**src/rtl/regbank_pkg.sv**
```systemverilog
// Shared constants and types for the register-bank arbiter slice.
package regbank_pkg;

  localparam int REGBANK_DATA_W   = 32;
  localparam int REGBANK_ADDR_W   = 2;
  localparam int REGBANK_NUM_REGS = 4;

  // Identifies a requester; also encodes which client holds write priority.
  typedef enum logic {
    CLIENT_A = 1'b0,
    CLIENT_B = 1'b1
  } client_e;

endpackage

```
**src/rtl/regbank_rsp_slot.sv**
```systemverilog
// One-entry response register for a single client. Free when empty or being
// popped this cycle, so a pop and a push can share the same cycle.
module regbank_rsp_slot
  import regbank_pkg::*;
#(
  parameter int DATA_W = REGBANK_DATA_W
) (
  input  logic              clk,
  input  logic              rst_n,
  input  logic              push,
  input  logic              push_we,
  input  logic [DATA_W-1:0] push_rdata,
  input  logic              rsp_ready,
  output logic              free,
  output logic              rsp_valid,
  output logic              rsp_we,
  output logic [DATA_W-1:0] rsp_rdata
);

  logic              valid_q, valid_d;
  logic              we_q, we_d;
  logic [DATA_W-1:0] rdata_q, rdata_d;

  assign free      = !valid_q || rsp_ready;
  assign rsp_valid = valid_q;
  assign rsp_we    = we_q;
  assign rsp_rdata = rdata_q;

  // Load on push; otherwise drop valid once the client takes the response.
  // Payload is left untouched on release so it is stable while valid.
  always_comb begin
    valid_d = valid_q;
    we_d    = we_q;
    rdata_d = rdata_q;
    if (push) begin
      valid_d = 1'b1;
      we_d    = push_we;
      rdata_d = push_rdata;
    end else if (rsp_ready) begin
      valid_d = 1'b0;
    end
  end

  // Slot state register.
  always_ff @(posedge clk or negedge rst_n) begin
    if (!rst_n) begin
      valid_q <= 1'b0;
      we_q    <= 1'b0;
      rdata_q <= '0;
    end else begin
      valid_q <= valid_d;
      we_q    <= we_d;
      rdata_q <= rdata_d;
    end
  end

endmodule

```
**src/rtl/regbank_arbiter.sv**
```systemverilog
// Shares a 2-read/1-write register bank between clients A and B.
// A owns read port 1, B owns read port 2; writes are arbitrated onto the
// single write port. Define REGBANK_ARB_FIXED_PRIO_EN to make A always win
// write contention (no round-robin pointer is built in that case).
module regbank_arbiter
  import regbank_pkg::*;
#(
  parameter int DATA_W = REGBANK_DATA_W,
  parameter int ADDR_W = REGBANK_ADDR_W
) (
  input  logic              clk,
  input  logic              rst_n,
  input  logic              req_valid_a,
  output logic              req_ready_a,
  input  logic              req_we_a,
  input  logic [ADDR_W-1:0] req_addr_a,
  input  logic [DATA_W-1:0] req_wdata_a,
  input  logic              req_valid_b,
  output logic              req_ready_b,
  input  logic              req_we_b,
  input  logic [ADDR_W-1:0] req_addr_b,
  input  logic [DATA_W-1:0] req_wdata_b,
  output logic              rsp_valid_a,
  input  logic              rsp_ready_a,
  output logic              rsp_we_a,
  output logic [DATA_W-1:0] rsp_rdata_a,
  output logic              rsp_valid_b,
  input  logic              rsp_ready_b,
  output logic              rsp_we_b,
  output logic [DATA_W-1:0] rsp_rdata_b,
  output logic [ADDR_W-1:0] sr1,
  output logic [ADDR_W-1:0] sr2,
  input  logic [DATA_W-1:0] rdData1,
  input  logic [DATA_W-1:0] rdData2,
  output logic [ADDR_W-1:0] dr,
  output logic [DATA_W-1:0] wrData,
  output logic              write
);

  logic free_a, free_b;
  logic cand_a, cand_b;
  logic wr_grant_a, wr_grant_b;
  logic acc_a, acc_b;

  // Read selects follow the request addresses directly.
  assign sr1 = req_addr_a;
  assign sr2 = req_addr_b;

  // Gating with rst_n keeps the bank write and handshakes dead during reset,
  // including the cycle in which reset is asserted mid-operation.
  assign cand_a = rst_n && req_valid_a && req_we_a && free_a;
  assign cand_b = rst_n && req_valid_b && req_we_b && free_b;

`ifdef REGBANK_ARB_FIXED_PRIO_EN
  // A wins any write contention.
  always_comb begin
    wr_grant_a = cand_a;
    wr_grant_b = cand_b && !cand_a;
  end
`else
  client_e prio_q, prio_d;

  // Round-robin write grant; pointer favours the client that lost last time.
  always_comb begin
    wr_grant_a = 1'b0;
    wr_grant_b = 1'b0;
    if (cand_a && cand_b) begin
      wr_grant_a = (prio_q == CLIENT_A);
      wr_grant_b = (prio_q == CLIENT_B);
    end else begin
      wr_grant_a = cand_a;
      wr_grant_b = cand_b;
    end
  end

  // Pointer moves only on a granted write, to the non-granted client.
  always_comb begin
    prio_d = prio_q;
    if (wr_grant_a)      prio_d = CLIENT_B;
    else if (wr_grant_b) prio_d = CLIENT_A;
  end

  // Priority pointer register.
  always_ff @(posedge clk or negedge rst_n) begin
    if (!rst_n) prio_q <= CLIENT_A;
    else        prio_q <= prio_d;
  end
`endif

  // Readiness may look at we combinationally; reads only need a free slot.
  always_comb begin
    req_ready_a = rst_n && free_a && (!req_we_a || wr_grant_a);
    req_ready_b = rst_n && free_b && (!req_we_b || wr_grant_b);
    acc_a       = req_valid_a && req_ready_a;
    acc_b       = req_valid_b && req_ready_b;
  end

  // Bank write port: winner's fields, A's fields when idle.
  always_comb begin
    write  = wr_grant_a || wr_grant_b;
    dr     = wr_grant_b ? req_addr_b  : req_addr_a;
    wrData = wr_grant_b ? req_wdata_b : req_wdata_a;
  end

  regbank_rsp_slot #(.DATA_W(DATA_W)) u_slot_a (
    .clk        (clk),
    .rst_n      (rst_n),
    .push       (acc_a),
    .push_we    (req_we_a),
    .push_rdata (req_we_a ? '0 : rdData1),
    .rsp_ready  (rsp_ready_a),
    .free       (free_a),
    .rsp_valid  (rsp_valid_a),
    .rsp_we     (rsp_we_a),
    .rsp_rdata  (rsp_rdata_a)
  );

  regbank_rsp_slot #(.DATA_W(DATA_W)) u_slot_b (
    .clk        (clk),
    .rst_n      (rst_n),
    .push       (acc_b),
    .push_we    (req_we_b),
    .push_rdata (req_we_b ? '0 : rdData2),
    .rsp_ready  (rsp_ready_b),
    .free       (free_b),
    .rsp_valid  (rsp_valid_b),
    .rsp_we     (rsp_we_b),
    .rsp_rdata  (rsp_rdata_b)
  );

endmodule
```
**config.mk**
```make
export PLATFORM = sky130hd
export DESIGN_NAME = regbank_arbiter
export DESIGN_NICKNAME = d
export VERILOG_FILES = /design/src/rtl/regbank_pkg.sv /design/src/rtl/regbank_rsp_slot.sv /design/src/rtl/regbank_arbiter.sv
export SDC_FILE = /design/constraint.sdc
export NUM_CORES = 1
export LEC_CHECK = 0
export BUFFER_PORTS_ARGS = -buffer_cell sky130_fd_sc_hd__buf_2
export CAP_MARGIN = 40
export CORE_ASPECT_RATIO = 1.1
export CORE_MARGIN = 2
export CORE_UTILIZATION = 30
export DETAILED_ROUTE_END_ITERATION = 8
export GPL_ROUTABILITY_DRIVEN = 0
export SLEW_MARGIN = 20
export SYNTH_ARGS = -nofsm -noshare
export SYNTH_HDL_FRONTEND = slang
export SYNTH_SLANG_ARGS = --single-unit
```
**constraint.sdc**
```tcl
create_clock -name clk -period 2.5 [get_ports clk]
set_input_delay 0.375 -clock clk [delete_from_list [all_inputs] [get_ports clk]]
set_output_delay 0.375 -clock clk [all_outputs]
set_load 0.01 [all_outputs]
```
==> reports/metrics.yaml, run 1 <==
status:
  outcome: "complete, no violations"
sta:
  period_share_pct: 96.7
  setup_viol: 0
  fin_crit_ps: 2420
  setup_ws_ps: 81.8
  hold_viol: 0
  slew_violations: 0
  worst_pin_slew_ps: 647
  grt_setup_unrepaired: "false"
  timing.setup.tns_ps: 0
  holdWs_ps: 98.4
  max-slew-margin-rel_pct: 56.9
  finClkSkew_ps: 5.50
  fmax_mhz: 414
die:
  design.core.area_um2: 10200
  ios: 249
  die_x_um: 101
  rows: 39
  die_area_um2: 11200
  dieHeight_um: 111
  start_util_pct: 30.4
critical_path:
  start_kind: "register"
  critical_path_class: "reg2out"
  crit_path_end_kind: "primary output"
  cp_max_fo: 21
  critPathRequiredTime_ps: 2120
  crit_arrival_ps: 2040
clock_network:
  clock_sinks: 69
  cts_tree: "built"
  cts_resized: 0
  clockBufferDepth: 2
  cts.htree.levels: 3
  clk_latency_ps: 320
  cts_setup_buffers: 0
  cts_hold_buf: 0
  cts.clk_slew.worst_paths_ps: 60
  cts_root_buf: "clkbuf_16"
  cts_buffers: 9
pwr:
  power.leakage_nw: 2.71
  ir_drop_v: 0.000379
  powerDensity_nw_per_um2: 711
logic_synthesis:
  ys_seq_area_share_pct: 55.4
  ys_ff_latch: 69
  synthCells: 218
  syn_area_um2: 3120
  synth.distinct_cells: 25
  yosys_warnings: 0
  synth_fp_nets: 358
  yosys_most_used_dff: "dfrtp_1"
  synth_enable_flop_cells: 0
  syn_area_per_cell_um2: 14.3
  synth-async-reset-ratio_pct: 100
min_path:
  hold_path.class: "in2async"
global_route:
  grt_max_degree: 53
  grtUsageTotal_pct: 18.4
  antenna_found_initial: 1
  grt_overflow_total: 0
  grt_first_pass_wirelength_um: 15500
  grt_pass1_vias: 2909
run:
  drv_cap: 0
place:
  portBuffers: 248
  dp_hpwl_um: 8250
  dpl_cell_area_um2: 4480
  pre_cts_slack_ps: 252
  dp_cells: 575
detailed_routing:
  drcViolationCount: 0
  routed_wirelength_um: 10700
  via_count: 2902
  routed_via_density: 4.90
  wl_per_cell_um: 18.1
  drtIter0Drc: 90
  drtAntennaViolNets: 0
  drtPass1Iterations: 4
layout:
  drive_gt1_share_pct: 66.9
  final_area_um2: 4790
  nets: 603
  area_growth_syn_to_layout_pct: 53.9
  final_cells: 592
  n_fill_cell: 966
==> per-stage QoR <==
step,utilization [%],power (mW)
after floorplan,-,1.74
after global placement,43.7,2.14
after detailed placement,43.7,2.15
after CTS,46.8,3.46
after global routing,46.8,3.58
final,46.8,3.41
==> state kept, by name, indices dropped and copies added (netlist names) <==
name	flops
u_slot_a.rsp_rdata	32
u_slot_a.rsp_we	1
u_slot_b.rsp_valid	1
u_slot_a.rsp_valid	1
prio_q	1
u_slot_b.rsp_rdata	32
u_slot_b.rsp_we	1
==> cell families (layout without fill, tap and decap cells) <==
logic type / Yosys count / count (layout) / synth area share [%]
flops: 69 / 69 / 55.4
simple gates: 14 / 14 / 3.05
mux: 34 / 34 / 15.9
buf+inv: 25 / 275 / 4.78
compound gates: 76 / 76 / 20.8
other cells: 0 / 1 / 0
==> routing by layer <==
| metal | GRT usage, % | vias up | part of all wire (%) |
|---|---|---|---|
| met5 | 0 | - | 0 |
| met4 | 6.67 | 0 | 2.0 |
| met3 | 4.41 | 15 | 7.4 |
| met2 | 29.8 | 144 | 49 |
| met1 | 23.6 | 1417 | 42 |
| li1 | - | 1326 | - |
==> synth_stat cells (2+ instances only) <==
cell	count	area (um2)
and3_1	2	12.5
buf_6	4	45.0
dfrtp_1	69	1730
a22o_1	64	561
nand2_1	6	22.5
mux2_4	30	450
o21ai_0	2	10.0
buf_4	4	30.0
clkbuf_1	7	26.3
mux2_2	4	45.0
o31ai_1	4	30.0
buf_2	8	40.0
a21oi_1	2	10.0
==> layout make-up <==
| type | instances | area, um2 | share of cell area, % |
|---|---|---|---|
| timing repair buffer | 258 | 1340 | 28.0 |
| clock buffer | 11 | 253 | 5.27 |
| sequential | 69 | 1730 | 36.0 |
| clock inverter | 5 | 58.8 | 1.23 |
| inverter | 1 | 3.75 | 0.0783 |
| antenna | 1 | 2.50 | 0.0522 |
| tap | 123 | 154 | 3.21 |
| multi-input combinational | 124 | 1250 | 26.1 |
==> critical path, cell delays in order, from the launching register on <==
cell	delay (ps)
dfrtp_1	380
nand2b_4	80
and4b_1	220
o311a_2	390
buf_12	190
mux2_4	300
buf_2	150
==> cells in the final DEF, fill, tap and decap left out, types with 2 or more instances in the layout <==
cell type / instances
dfrtp_1: 69
and3_1: 2
mux2_4: 30
buf_2: 247
a21oi_1: 2
clkinvlp_4: 2
o31ai_1: 4
mux2_2: 4
clkbuf_16: 9
nand2_1: 6
buf_4: 9
o21ai_0: 2
buf_12: 2
clkbuf_8: 2
a22o_1: 64
==> path summary, 6_finish.rpt <==
check | from | end | slack (ps) | cells past startpoint
hold reg to reg | u_slot_b.rsp_rdata[29] | u_slot_b.rsp_rdata[29] | 490 | 1
max in group asynchronous | rst_n | u_slot_b.rsp_rdata[30] | 1800 | 2
min in group clk | rdData2[1] | u_slot_b.rsp_rdata[1] | 270 | 2
setup / recovery | u_slot_a.rsp_valid | wrData[11] | 80 | 6
setup reg to reg | u_slot_b.rsp_valid | u_slot_a.rsp_rdata[27] | 850 | 6
hold / removal | rst_n | prio_q | 100 | 2
==> report_power, final <==
part | switching (mW) | leakage (nW) | internal (mW)
clock network | 0.462 | 0.148 | 0.825
logic | 0.362 | 1.67 | 0.392
registers | 0.0993 | 0.895 | 1.27
(Power assumes the default switching activity.)
==> run 2: changes to the inputs <==
--- a/config.mk
+++ b/config.mk
@@ -12,6 +12,7 @@
 export CORE_UTILIZATION = 30
 export DETAILED_ROUTE_END_ITERATION = 8
 export GPL_ROUTABILITY_DRIVEN = 0
+export PLACE_DENSITY = 0.61
 export SLEW_MARGIN = 20
 export SYNTH_ARGS = -nofsm -noshare
 export SYNTH_HDL_FRONTEND = slang
==> reports/metrics.yaml, run 2 (synthesis gave the netlist of run 1 again) <==
status:
  outcome: "complete, no violations"
sta:
  finClkSkew_ps: 10.9
  timing.setup.tns_ps: 0
  hold_viol: 0
  fmax_mhz: 410
  period_share_pct: 97.5
  setup_ws_ps: 63.2
  holdWs_ps: 94.8
  setup_viol: 0
  fin_crit_ps: 2440
  worst_pin_slew_ps: 598
  slew_violations: 0
  max-slew-margin-rel_pct: 60.1
  grt_setup_unrepaired: "false"
place:
  portBuffers: 248
  dp_hpwl_um: 7840
  pre_cts_slack_ps: 235
  dp_cells: 574
  dpl_cell_area_um2: 4470
layout:
  nets: 604
  multi_input_area_um2: 1250
  final_area_um2: 4830
  drive_gt1_share_pct: 66.7
  fin_util_pct: 47.1
  final_cells: 593
  n_fill_cell: 974
  layout_common_cells: "buf_2 (247), dfrtp_1 (69), a22o_1 (64)"
  final-seq-area_um2: 1730
  area_growth_syn_to_layout_pct: 55.0
  final_common_cell: "buf_2"
critical_path:
  critPathRequiredTime_ps: 2120
  crit_slowest_cell: "dfrtp_1"
  worst-path-buf-inv: 2
  crit_arrival_ps: 2060
  critical_path_class: "reg2out"
  crit_family: "flip-flops"
  reg2reg_slack_ps: 730
  worst-path-stages: 6
  cp_max_fo: 17
  rr_worst_depth: 6
  cp_slowest_stage_delay_ps: 390
  crit_chain: "nand2b_4 -> and4b_1 -> o311a_2 -> clkbuf_16 -> mux2_4 -> buf_2"
  start_kind: "register"
  crit_path_end_kind: "primary output"
clock_network:
  cts_root_buf: "clkbuf_16"
  cts_buffers: 9
  cts.htree.levels: 3
  cts.clk_slew.worst_paths_ps: 60
  clockBufferDepth: 2
  cts_setup_buffers: 0
  cts_tree: "built"
  clk_latency_ps: 330
  clock_sinks: 69
pwr:
  powerDensity_nw_per_um2: 719
  ir_drop_v: 0.000382
  finalPower_mw: 3.47
  power.leakage_nw: 2.73
global_route:
  grtUsageTotal_pct: 17.6
  antenna_found_initial: 1
  grt_max_degree: 49
  grt_first_pass_wirelength_um: 15100
  grt_overflow_total: 0
  grt_pass1_vias: 2908
die:
  rows: 39
  ios: 249
  die_x_um: 101
  dieHeight_um: 111
  design.core.area_um2: 10200
  die_area_um2: 11200
  start_util_pct: 30.4
detailed_routing:
  drtIter0Drc: 110
  drtPass1Iterations: 4
  drcViolationCount: 0
  routed_via_density: 4.85
  wl_per_cell_um: 17.4
  drtAntennaViolNets: 0
  via_count: 2879
  routed_wirelength_um: 10300
run:
  drv_cap: 0
min_path:
  hold_path.class: "in2async"
==> run 2: cell types whose count changed in the layout (fill, tap and decap cells not counted), sizes merged <==
cell         previous run  this run
buf                   258       257
bufinv                  1         2
clkbuf                 11        10
dlygate4sd3             0         1
inv                     1         2
==> run 2: worst paths after layout <==
| check | from | endpoint |
|---|---|---|
| setup reg to reg | u_slot_b.rsp_valid | u_slot_a.rsp_rdata[19] |
| min in group clk | rdData2[7] | u_slot_b.rsp_rdata[7] |
| hold / removal | rst_n | u_slot_a.rsp_rdata[21] |
| max in group asynchronous | rst_n | u_slot_a.rsp_rdata[13] |
| hold reg to reg | u_slot_b.rsp_rdata[13] | u_slot_b.rsp_rdata[13] |
| setup / recovery | u_slot_a.rsp_valid | wrData[2] |
==> run 2: repair_timing <==
action | CTS | global route
gates resized for setup | 0 | 0
hold endpoints to repair | 1 | 0
setup endpoints to repair | 0 | 2
hold buffers | 1 | 0
==> run 2: layout make-up <==
class | count | area share [%]
sequential | 69 | 35.8
timing repair buffer | 259 | 28.3
multi-input combinational | 124 | 25.9
clock buffer | 9 | 4.66
tap | 123 | 3.19
clock inverter | 7 | 2.02
inverter | 1 | 0.0777
antenna | 1 | 0.0518
==> run 2: per-layer routing <==
metal  part of all wire [%]  track usage (%)  wire, um  up-vias
met2                     53             32.3      5480      143
met5                      0                0         0        -
met3                    7.3             4.10       753       17
met1                     37             19.2      3790     1387
li1                       -                -         -     1332
met4                    2.7             6.22       278        0
==> run 2: report_power, final <==
part | internal [mW] | leakage (nW) | switching (mW)
combinational | 0.394 | 1.68 | 0.357
sequential | 1.27 | 0.895 | 0.0970
clock | 0.876 | 0.152 | 0.478
